==> config.mk <==
export PLATFORM = sky130hd
export DESIGN_NAME = mem_resp_stage
export DESIGN_NICKNAME = d
export VERILOG_FILES = /design/src/rtl/mem_resp_stage.sv
export SDC_FILE = /design/constraint.sdc
export NUM_CORES = 1
export LEC_CHECK = 0
export BUFFER_PORTS_ARGS = -buffer_cell sky130_fd_sc_hd__buf_2
export CAP_MARGIN = 40
export CORE_MARGIN = 10
export CORE_UTILIZATION = 48
export CTS_CLUSTER_SIZE = 12
export DETAILED_ROUTE_END_ITERATION = 6
export PLACE_DENSITY = 0.81
export SYNTH_ARGS = -nofsm -noshare
export SYNTH_HDL_FRONTEND = slang
export SYNTH_SLANG_ARGS = --single-unit
==> constraint.sdc <==
create_clock -name clk -period 2.3 [get_ports clk]
set_input_delay 0.23 -clock clk [delete_from_list [all_inputs] [get_ports clk]]
set_output_delay 0.23 -clock clk [all_outputs]
set_load 0.05 [all_outputs]
==> src/rtl/mem_resp_stage.sv <==
// mem_resp_stage: one-entry memory-response pipeline register.
// Waits for an in-order data-SRAM response (data_ok/rdata) for load entries.
// Extracts and sign/zero-extends byte/half/word/double loads.
// Buffers an early response while writeback stalls.
// Discards responses owed to loads killed by a flush.
// Ports:
//   clk, rstn          clock, synchronous active-low reset
//   flush              kills the stage entry
//   in_*               upstream entry fields and handshake
//   data_ok, rdata     in-order response strobe and data
//   out_*              entry to writeback and handshake
//   fwd_*              forwarding / interlock bus to decode
//   cancel_full        cancel counter saturated; upstream is stalled
module mem_resp_stage #(
  parameter int unsigned DATA_W     = 32,
  parameter int unsigned PASS_W     = 128,
  parameter int unsigned MAX_CANCEL = 3
) (
  input  logic                          clk,
  input  logic                          rstn,
  input  logic                          flush,
  input  logic                          in_valid,
  output logic                          in_allowin,
  input  logic [PASS_W-1:0]             in_payload,
  input  logic [DATA_W-1:0]             in_result,
  input  logic                          in_gr_we,
  input  logic [4:0]                    in_dest,
  input  logic                          in_is_load,
  input  logic                          in_req_sent,
  input  logic [1:0]                    in_ld_size,
  input  logic                          in_ld_unsigned,
  input  logic [$clog2(DATA_W/8)-1:0]   in_addr_lo,
  input  logic                          data_ok,
  input  logic [DATA_W-1:0]             rdata,
  output logic                          out_valid,
  input  logic                          out_allowin,
  output logic [PASS_W-1:0]             out_payload,
  output logic [DATA_W-1:0]             out_result,
  output logic                          out_gr_we,
  output logic [4:0]                    out_dest,
  output logic [4:0]                    fwd_dest,
  output logic [DATA_W-1:0]             fwd_result,
  output logic                          fwd_pending,
  output logic                          cancel_full
);

  localparam int unsigned AW = $clog2(DATA_W / 8);
  localparam int unsigned CW = $clog2(MAX_CANCEL + 1);
  localparam int unsigned LW = $clog2(DATA_W);

  // Stage entry
  logic              valid;
  logic [PASS_W-1:0] payload_q;
  logic [DATA_W-1:0] result_q;
  logic              gr_we_q;
  logic [4:0]        dest_q;
  logic              is_load_q;
  logic              req_sent_q;
  logic [1:0]        ld_size_q;
  logic              ld_uns_q;
  logic [AW-1:0]     addr_lo_q;

  // Early-response buffer and count of responses owed to flushed loads
  logic              hold_vld;
  logic [DATA_W-1:0] hold_q;
  logic [CW-1:0]     cancel_cnt;
  logic [CW-1:0]     cancel_nxt;

  logic waiting;
  logic cnt_zero;
  logic own_rsp;
  logic ready_go;
  logic leave;
  logic load_en;
  logic capture;
  logic cnt_inc;
  logic cnt_dec;

  logic [DATA_W-1:0] src;
  logic [DATA_W-1:0] shifted;
  logic [DATA_W-1:0] keep;
  logic [DATA_W-1:0] extracted;
  logic [1:0]        eff_size;
  logic [AW-1:0]     lo_mask;
  logic [AW-1:0]     lane;
  logic [6:0]        nbits;
  logic              sign_bit;

  // Handshake and response routing
  always_comb begin
    cnt_zero    = (cancel_cnt == '0);
    waiting     = valid & is_load_q & req_sent_q & ~hold_vld;
    own_rsp     = data_ok & cnt_zero;
    ready_go    = ~waiting | own_rsp;
    cancel_full = (cancel_cnt == CW'(MAX_CANCEL));
    in_allowin  = (~valid | (ready_go & out_allowin)) & ~cancel_full;
    out_valid   = valid & ready_go & ~flush;
    leave       = valid & ready_go & out_allowin;
    load_en     = in_valid & in_allowin & ~flush;
    // Response for the entry arrived but writeback is not taking it yet
    capture     = own_rsp & waiting & ~out_allowin & ~flush;
    // A killed waiting load still owes its response unless it came this cycle
    cnt_inc     = flush & waiting & ~own_rsp;
    cnt_dec     = data_ok & ~cnt_zero;
    fwd_pending = valid & waiting & ~own_rsp;
  end

  // Next cancel count, saturating at MAX_CANCEL
  always_comb begin
    cancel_nxt = cancel_cnt;
    if (cnt_inc && !cnt_dec && !cancel_full) begin
      cancel_nxt = cancel_cnt + CW'(1);
    end else if (cnt_dec && !cnt_inc) begin
      cancel_nxt = cancel_cnt - CW'(1);
    end
  end

  // Load data extraction: align the lane to bit 0, then mask and extend
  always_comb begin
    src       = hold_vld ? hold_q : rdata;
    // Without a 64-bit datapath a double request degrades to a word
    eff_size  = (DATA_W == 32 && ld_size_q == 2'd3) ? 2'd2 : ld_size_q;
    lo_mask   = AW'((4'd1 << eff_size) - 4'd1);
    lane      = addr_lo_q & ~lo_mask;
    shifted   = src >> {lane, 3'b000};
    nbits     = 7'd8 << eff_size;
    keep      = {DATA_W{1'b1}} >> (7'(DATA_W) - nbits);
    sign_bit  = shifted[LW'(nbits - 7'd1)];
    extracted = (shifted & keep) | ((!ld_uns_q && sign_bit) ? ~keep : '0);
  end

  // State and entry registers
  always_ff @(posedge clk) begin
    if (!rstn) begin
      valid      <= 1'b0;
      payload_q  <= '0;
      result_q   <= '0;
      gr_we_q    <= 1'b0;
      dest_q     <= '0;
      is_load_q  <= 1'b0;
      req_sent_q <= 1'b0;
      ld_size_q  <= '0;
      ld_uns_q   <= 1'b0;
      addr_lo_q  <= '0;
      hold_vld   <= 1'b0;
      hold_q     <= '0;
      cancel_cnt <= '0;
    end else begin
      if (flush) begin
        valid <= 1'b0;
      end else if (in_allowin) begin
        valid <= in_valid;
      end
      if (load_en) begin
        payload_q  <= in_payload;
        result_q   <= in_result;
        gr_we_q    <= in_gr_we;
        dest_q     <= in_dest;
        is_load_q  <= in_is_load;
        req_sent_q <= in_req_sent;
        ld_size_q  <= in_ld_size;
        ld_uns_q   <= in_ld_unsigned;
        addr_lo_q  <= in_addr_lo;
      end
      if (flush || leave) begin
        hold_vld <= 1'b0;
      end else if (capture) begin
        hold_vld <= 1'b1;
        hold_q   <= rdata;
      end
      cancel_cnt <= cancel_nxt;
    end
  end

  // Output and forwarding views of the entry
  always_comb begin
    out_payload = payload_q;
    out_result  = is_load_q ? extracted : result_q;
    out_gr_we   = gr_we_q;
    out_dest    = dest_q;
    fwd_result  = out_result;
    fwd_dest    = (valid && gr_we_q) ? dest_q : 5'd0;
  end

endmodule

# After elaboration in Yosys (flattened, before gate mapping)
# Cells that the tools add are included.
[word_totals] reg_bits=209 word_cells=85 inputBits=211
[op_classes] n_eq_ne=2 n_shift=4 bitwise_logic=36 n_reduce_logical=15 n_lt_le_gt_ge=1 add_sub_neg=5 muxes=9
[ops] op="$mux 32" n=3
[ops] op="$and 32x32->32" n=1
[ops] op="$not 32->32" n=1
[ops] op="$or 32x32->32" n=1
[ops] op="$shr 32x5->32" n=1
[ops] op="$shr 32x7->32 const A" n=1
[ops] op="$and 1x1->1" n=19
[ops] op="$not 1->1" n=10
[ops] op="$shl 4x2->7 const A" n=1
[ops] op="$sub 6x7->7 const A" n=1
[ops] op="$lt 5x6->1 const B" n=1
[ops] op="$mux 2" n=3
[ops] op="$bmux 1 s5" n=1
[ops] op="$logic_and 1x1->1" n=5
[ops] op="$mux 5" n=1
[ops] op="$sub 5x1->5 const B" n=1
[ops] op="$eq 2x2->1 const B" n=2
[ops] op="$logic_not 1->1" n=4
[ops] op="$reduce_or 2->1" n=2
[ops] op="$sub 2x1->2 const B" n=2
[ops] op="$add 2x1->2 const B" n=1
[ops] op="$and 2x2->2" n=1
[ops] op="$logic_not 2->1" n=1
[ops] op="$not 2->2" n=1
[ops] op="other kinds (6)" n=7

# Logic depth before layout (Yosys ltp)
[depth] word_depth=13 ltp_mapped=9 depth_no_buf=5

# Least setup slack after synthesis
# OpenSTA, ideal clock, no wires.
[synth_path] kind="register to output" from="register ld_size_q[1]" to="output out_result[1]" path_slack_ns=-0.496 path_stages_with_launch=10 arrival_time_ns=2.566 path_cell_list="dfxtp_1 > buf_2 > nor2_1 > and2_1 > buf_2 > buf_6 > mux4_2 > a21oi_1 > a21oi_1 > buf_4"
[synth_between] elab_chain_cells=13 word_cells_on_any_way=19 classes_between="3 x add/sub; 1 x eq/ne; 4 x shift; 5 x mux; 5 x bitwise; 1 x reduce/logical"
[synth_rtl] element="from (decl)" line_no="59" rtl="logic [1:0] ld_size_q;"
[synth_rtl] element="from (signal assigned)" line_no="161" rtl="ld_size_q <= in_ld_size;"
[synth_rtl] element="$eq 2x2->1" line_no="122" rtl="eff_size = (DATA_W == 32 && ld_size_q == 2'd3) ? 2'd2 : ld_size_q;"
[synth_rtl] element="$mux 2 *" line_no="122"
[synth_rtl] element="$shl 1x2->2" line_no="123" rtl="lo_mask = AW'((4'd1 << eff_size) - 4'd1);"
[synth_rtl] element="$sub 2x1->2" line_no="123"
[synth_rtl] element="$not 2->2" line_no="124" rtl="lane = addr_lo_q & ~lo_mask;"
[synth_rtl] element="$and 2x2->2" line_no="124"
[synth_rtl] element="$shr 32x5->32" line_no="125" rtl="shifted = src >> {lane, 3'b000};"
[synth_rtl] element="$bmux 1 s5" line_no="128" rtl="sign_bit = shifted[LW'(nbits - 7'd1)];"
[synth_rtl] element="$mux 1 (implied by the code)" line_no="128"
[synth_rtl] element="$logic_and 1x1->1" line_no="129" rtl="extracted = (shifted & keep) | ((!ld_uns_q && sign_bit) ? ~keep : '0);"
[synth_rtl] element="$mux 32" line_no="129"
[synth_rtl] element="$or 32x32->32 *" line_no="129"
[synth_rtl] element="$mux 32 *" line_no="178" rtl="out_result = is_load_q ? extracted : result_q;"
[synth_rtl] element="to (decl)" line_no="38" rtl="output logic [DATA_W-1:0] out_result,"
# Mark *: on every way between the ends. The rest lies on a longest branch, timed or not. The select of a mux whose other input is x is not followed.

# Worst setup path after layout
[layout_path] from="register hold_vld" to="output fwd_result[23]"
[layout_between] elab_chain_cells=8 word_cells_on_any_way=9 classes_between="1 x shift; 5 x mux; 2 x bitwise; 1 x reduce/logical"
[layout_rtl] element="from (decl)" line_no="64" rtl="logic hold_vld;"
[layout_rtl] element="from (signal assigned)" line_no="145" rtl="hold_vld <= 1'b0;"
[layout_rtl] element="from (signal assigned)" line_no="166" rtl="hold_vld <= 1'b0;"
[layout_rtl] element="from (signal assigned)" line_no="168" rtl="hold_vld <= 1'b1;"
[layout_rtl] element="$mux 32 *" line_no="120" rtl="src = hold_vld ? hold_q : rdata;"
[layout_rtl] element="$shr 32x5->32 *" line_no="125"
[layout_rtl] element="$bmux 1 s5" line_no="128"
[layout_rtl] element="$mux 1 (implied by the code)" line_no="128"
[layout_rtl] element="$logic_and 1x1->1" line_no="129"
[layout_rtl] element="$mux 32" line_no="129"
[layout_rtl] element="$or 32x32->32 *" line_no="129"
[layout_rtl] element="$mux 32 *" line_no="178"
[layout_rtl] element="to (decl)" line_no="42" rtl="output logic [DATA_W-1:0] fwd_result,"
# Marked as above.

==> impl_metrics.csv <==
group,metric,value,unit
routing,top_layer_used,"met5",
final_layout,nFillCells,995,
timing,tns,-21650,ps
worst_setup_path,crit_type,"flop to output pin",
worst_setup_path,r2r_slack,-170,ps
worst_setup_path,worstPathArrival,2450,ps
routing,routedWlPerCell,24.0,um
outcome,violations,"setup timing",
synthesis,ys_types,37,
grt,antenna_found_initial,8,
routing,wl_met2,24300,um
worst_setup_path,critical_path.startpoint,"hold_vld",
clock_tree,numCtsBuffers,24,
clock_tree,cts.sinks,209,
worst_setup_path,path_depth,10,
floorplanning,die_area,26000,um2
place,dp_slack,1.49,ps
synthesis,syn_area_per_cell,8.44,um2
clock_tree,htree_levels,1,
final_layout,utilization,82.1,%
synthesis,synth_top_family_by_area,"simple AND/OR/NAND/NOR gates",
place,dpl_cell_area,11700,um2
synthesis,synth_top_area_share,43.7,%
worst_setup_path,critPathCapture,"fwd_result[23]",
power,p_per_area,691,nW/um2
clock_tree,path_clk_slew,60,ps
clock_tree,clk_latency,530,ps
synthesis,netlist_area,9570,um2
final_layout,multi_input_area,5160,um2
worst_setup_path,reg2reg_depth,11,
worst_setup_path,worst_setup_path_start_kind,"flop",
outcome,status,"finished with violations",
final_layout,design_area,16000,um2
routing,vias,11537,
place,port-buffer-count,417,
worst_setup_path,worstPathCellList,"buf_12 > mux2_4 > mux2i_2 > buf_4 > o31ai_2 > a2bb2oi_2 > buf_6 > clkbuf_16 > o21ai_4 > buf_6",
floorplanning,placementRows,51,
routing,dr.pass1.iters,5,
synthesis,synth_flop_cell,"dfxtp_1",
grt,grt_overflow_total,0,
grt,grt_max_degree,106,
routing,antenna_left,0,
synthesis,yosysTopAreaCell,"dfxtp_1",
routing,met3_length,5150,um
grt,grt_pass1_vias,11534,
routing,met1Wirelength,15600,um
synthesis,synth_xor_area_share,0,%
place,dp.cells,1723,
final_layout,final_layout_size_suffix_gt1_share,38.4,%
worst_hold_path,hold_class,"primary input to flop",
routing,vias_per_cell,5.72,
routing,first_iter_violations,1060,
floorplanning,die_h,161,um
timing,timing.fmax,0.373,GHz
worst_setup_path,worst_setup_path_end_kind,"output pin",
grt,grtUsageTotal,31.4,%
synthesis,yosysSeqAreaShare,43.7,%
clock_tree,cts_tree,"yes",
floorplanning,die_w,161,um
synthesis,synth_edf_count,0,
timing,rsz0062_at_grt,"yes",
synthesis,ys_warn_count,0,
synthesis,synth_commonest_cells,"428 x nand2_1, 209 x dfxtp_1, 160 x a21boi_1",
routing,wl,48500,um
synthesis,synthAdderAreaFrac,0,%
floorplanning,initial_core_util,49.0,%
final_layout,final_cells,2018,
timing,finalWorstSetupSlack,-380,ps
timing,hold_viol_final,0,
grt,grt_pass1_wl,66000,um
synthesis,async_flop_share,0,%
timing,setup_viol,153,
worst_setup_path,worstPathMaxFanout,8,
final_layout,area_delta_synth_final,67.5,%
floorplanning,ioPinCount,418,
worst_setup_path,critPathRequiredTime,2070,ps
routing,drc,0,
timing,period_needed,2680,ps
place,gp_congestion,0.965,
timing,slew_viol_final,0,
synthesis,synth_mux_area_share,7.65,%
final_layout,seqCellArea,4190,um2
power,power,11.1,mW
power,leakage,7.10,nW
flow_run,maxCapViolCount,0,
worst_setup_path,critical-path-top-delay-family,"buffers and inverters",
worst_setup_path,path_buf_inv,5,
timing,whs,11.5,ps
worst_setup_path,max_stage_delay,360,ps
timing,skew,17.3,ps
worst_setup_path,r2r-start,"hold_vld",
worst_setup_path,slowest_stage,"dfxtp_4",
place,hpwl,25500,um
worst_setup_path,worstReg2RegEnd,"out_payload[103]",
worst_setup_path,worst_path_most_repeated_cell,"buf_6",
clock_tree,ctsLongestPathBuffers,3,
synthesis,synth_compound_area_share,20.0,%
synthesis,synthesis.nets,1345,
final_layout,final_nets,1937,
synthesis,synthTopCellsByArea,"dfxtp_1 44%, nand2_1 17%, a21boi_1 13%",
timing,max-slew-margin-rel,50.6,%
clock_tree,root_buffer,"clkbuf_16",
timing,worst_pin_slew,738,ps
synthesis,syn-instance-count,1134,
floorplanning,core_area,19500,um2
synthesis,ys_ff_latch,209,
timing,fin_crit_sh,117,%
synthesis,yosys.area_share.simple,20.7,%
synthesis,yosysMostFrequentCell,"nand2_1",
power,ir_drop,0.000618,V
-- layout make-up --
| type | instances | area share [%] |
|---|---|---|
| Antenna cell | 9 | 0.140 |
| Clock buffer | 40 | 4.43 |
| Clock inverter | 4 | 0.375 |
| Inverter | 4 | 0.0936 |
| Multi-Input combinational cell | 801 | 32.2 |
| Sequential cell | 209 | 26.1 |
| Tap cell | 265 | 2.07 |
| Timing Repair Buffer | 686 | 34.6 |
-- timing repair --
item	in CTS	in global routing
cloned	0	14
endpoints found under the hold margin	191	0
pin swaps	7	30
hold buffers	191	0
setup buffers	15	23
gates resized for setup	124	161
setup endpoints to repair	64	202
-- how the worst min path moves through the flow --
stage	from	endpoint	depth (start not counted)
CTS	rdata[14]	hold_q[14]	3
detailed placement	out_payload[28]	out_payload[28]	2
finish	rdata[9]	hold_q[9]	3
global route	rdata[0]	hold_q[0]	3
floorplan	out_allowin	hold_vld	1
global placement	out_payload[0]	out_payload[0]	2
-- logic make-up after synthesis --
family,after synthesis
flip-flops,209
AO/OA/AOI/OAI,258
multiplexers,45
buffers and inverters,124
AND/OR/NAND/NOR,498
-- worst register-to-register path: stages, from the launching register on --
cell,delay [ps]
dfxtp_4,370
buf_4,110
buf_6,90
buf_4,100
and4b_2,250
buf_6,130
a2111oi_4,390
or2_4,280
buf_4,150
buf_16,170
nand2_1,120
a21boi_1,230
-- report_power, final --
group / switching [mW] / leakage (nW) / internal [mW]
sequential: 0.131 / 1.71 / 3.82
combinational: 2.09 / 5.01 / 1.25
clock: 1.56 / 0.374 / 2.22
-- cell usage in the layout, fill, tap and decap left out, drive strengths merged --
| cell type | instances |
|---|---|
| a21oi | 32 |
| nor2b | 2 |
| a21boi | 206 |
| nor4 | 2 |
| dfxtp | 209 |
| o21bai | 1 |
| mux2i | 18 |
| diode | 9 |
| a311oi | 1 |
| inv | 4 |
| and2 | 2 |
| nand3 | 5 |
| nor2 | 33 |
| o31ai | 1 |
| a221o | 8 |
| mux4 | 22 |
| clkinv | 3 |
| nand4b | 2 |
| nand2 | 436 |
| a2111oi | 1 |
| and4b | 1 |
| a2bb2oi | 1 |
| mux2 | 5 |
| clkbuf | 52 |
| nand3b | 1 |
| bufinv | 1 |
| dlygate4sd3 | 191 |
| nand2b | 4 |
| and3 | 7 |
| buf | 483 |
| o21ai | 7 |
| nor3 | 1 |
| or2 | 2 |
-- state kept, by name, summed over array words and instances, names as in the netlist --
name and cells:
out_payload 128, hold_q 32, result_q 32, out_dest 5
addr_lo_q 2, cancel_cnt 2, ld_size_q 2, hold_vld 1
is_load_q 1, ld_uns_q 1, out_gr_we 1, req_sent_q 1
valid 1
-- metal layers --
layer	vias to the layer above	track usage, %
met5	-	0
met3	248	9.63
li1	4914	-
met4	2	19.2
met1	5422	31.6
met2	951	55.8
Power figures use the tool's default switching activity.
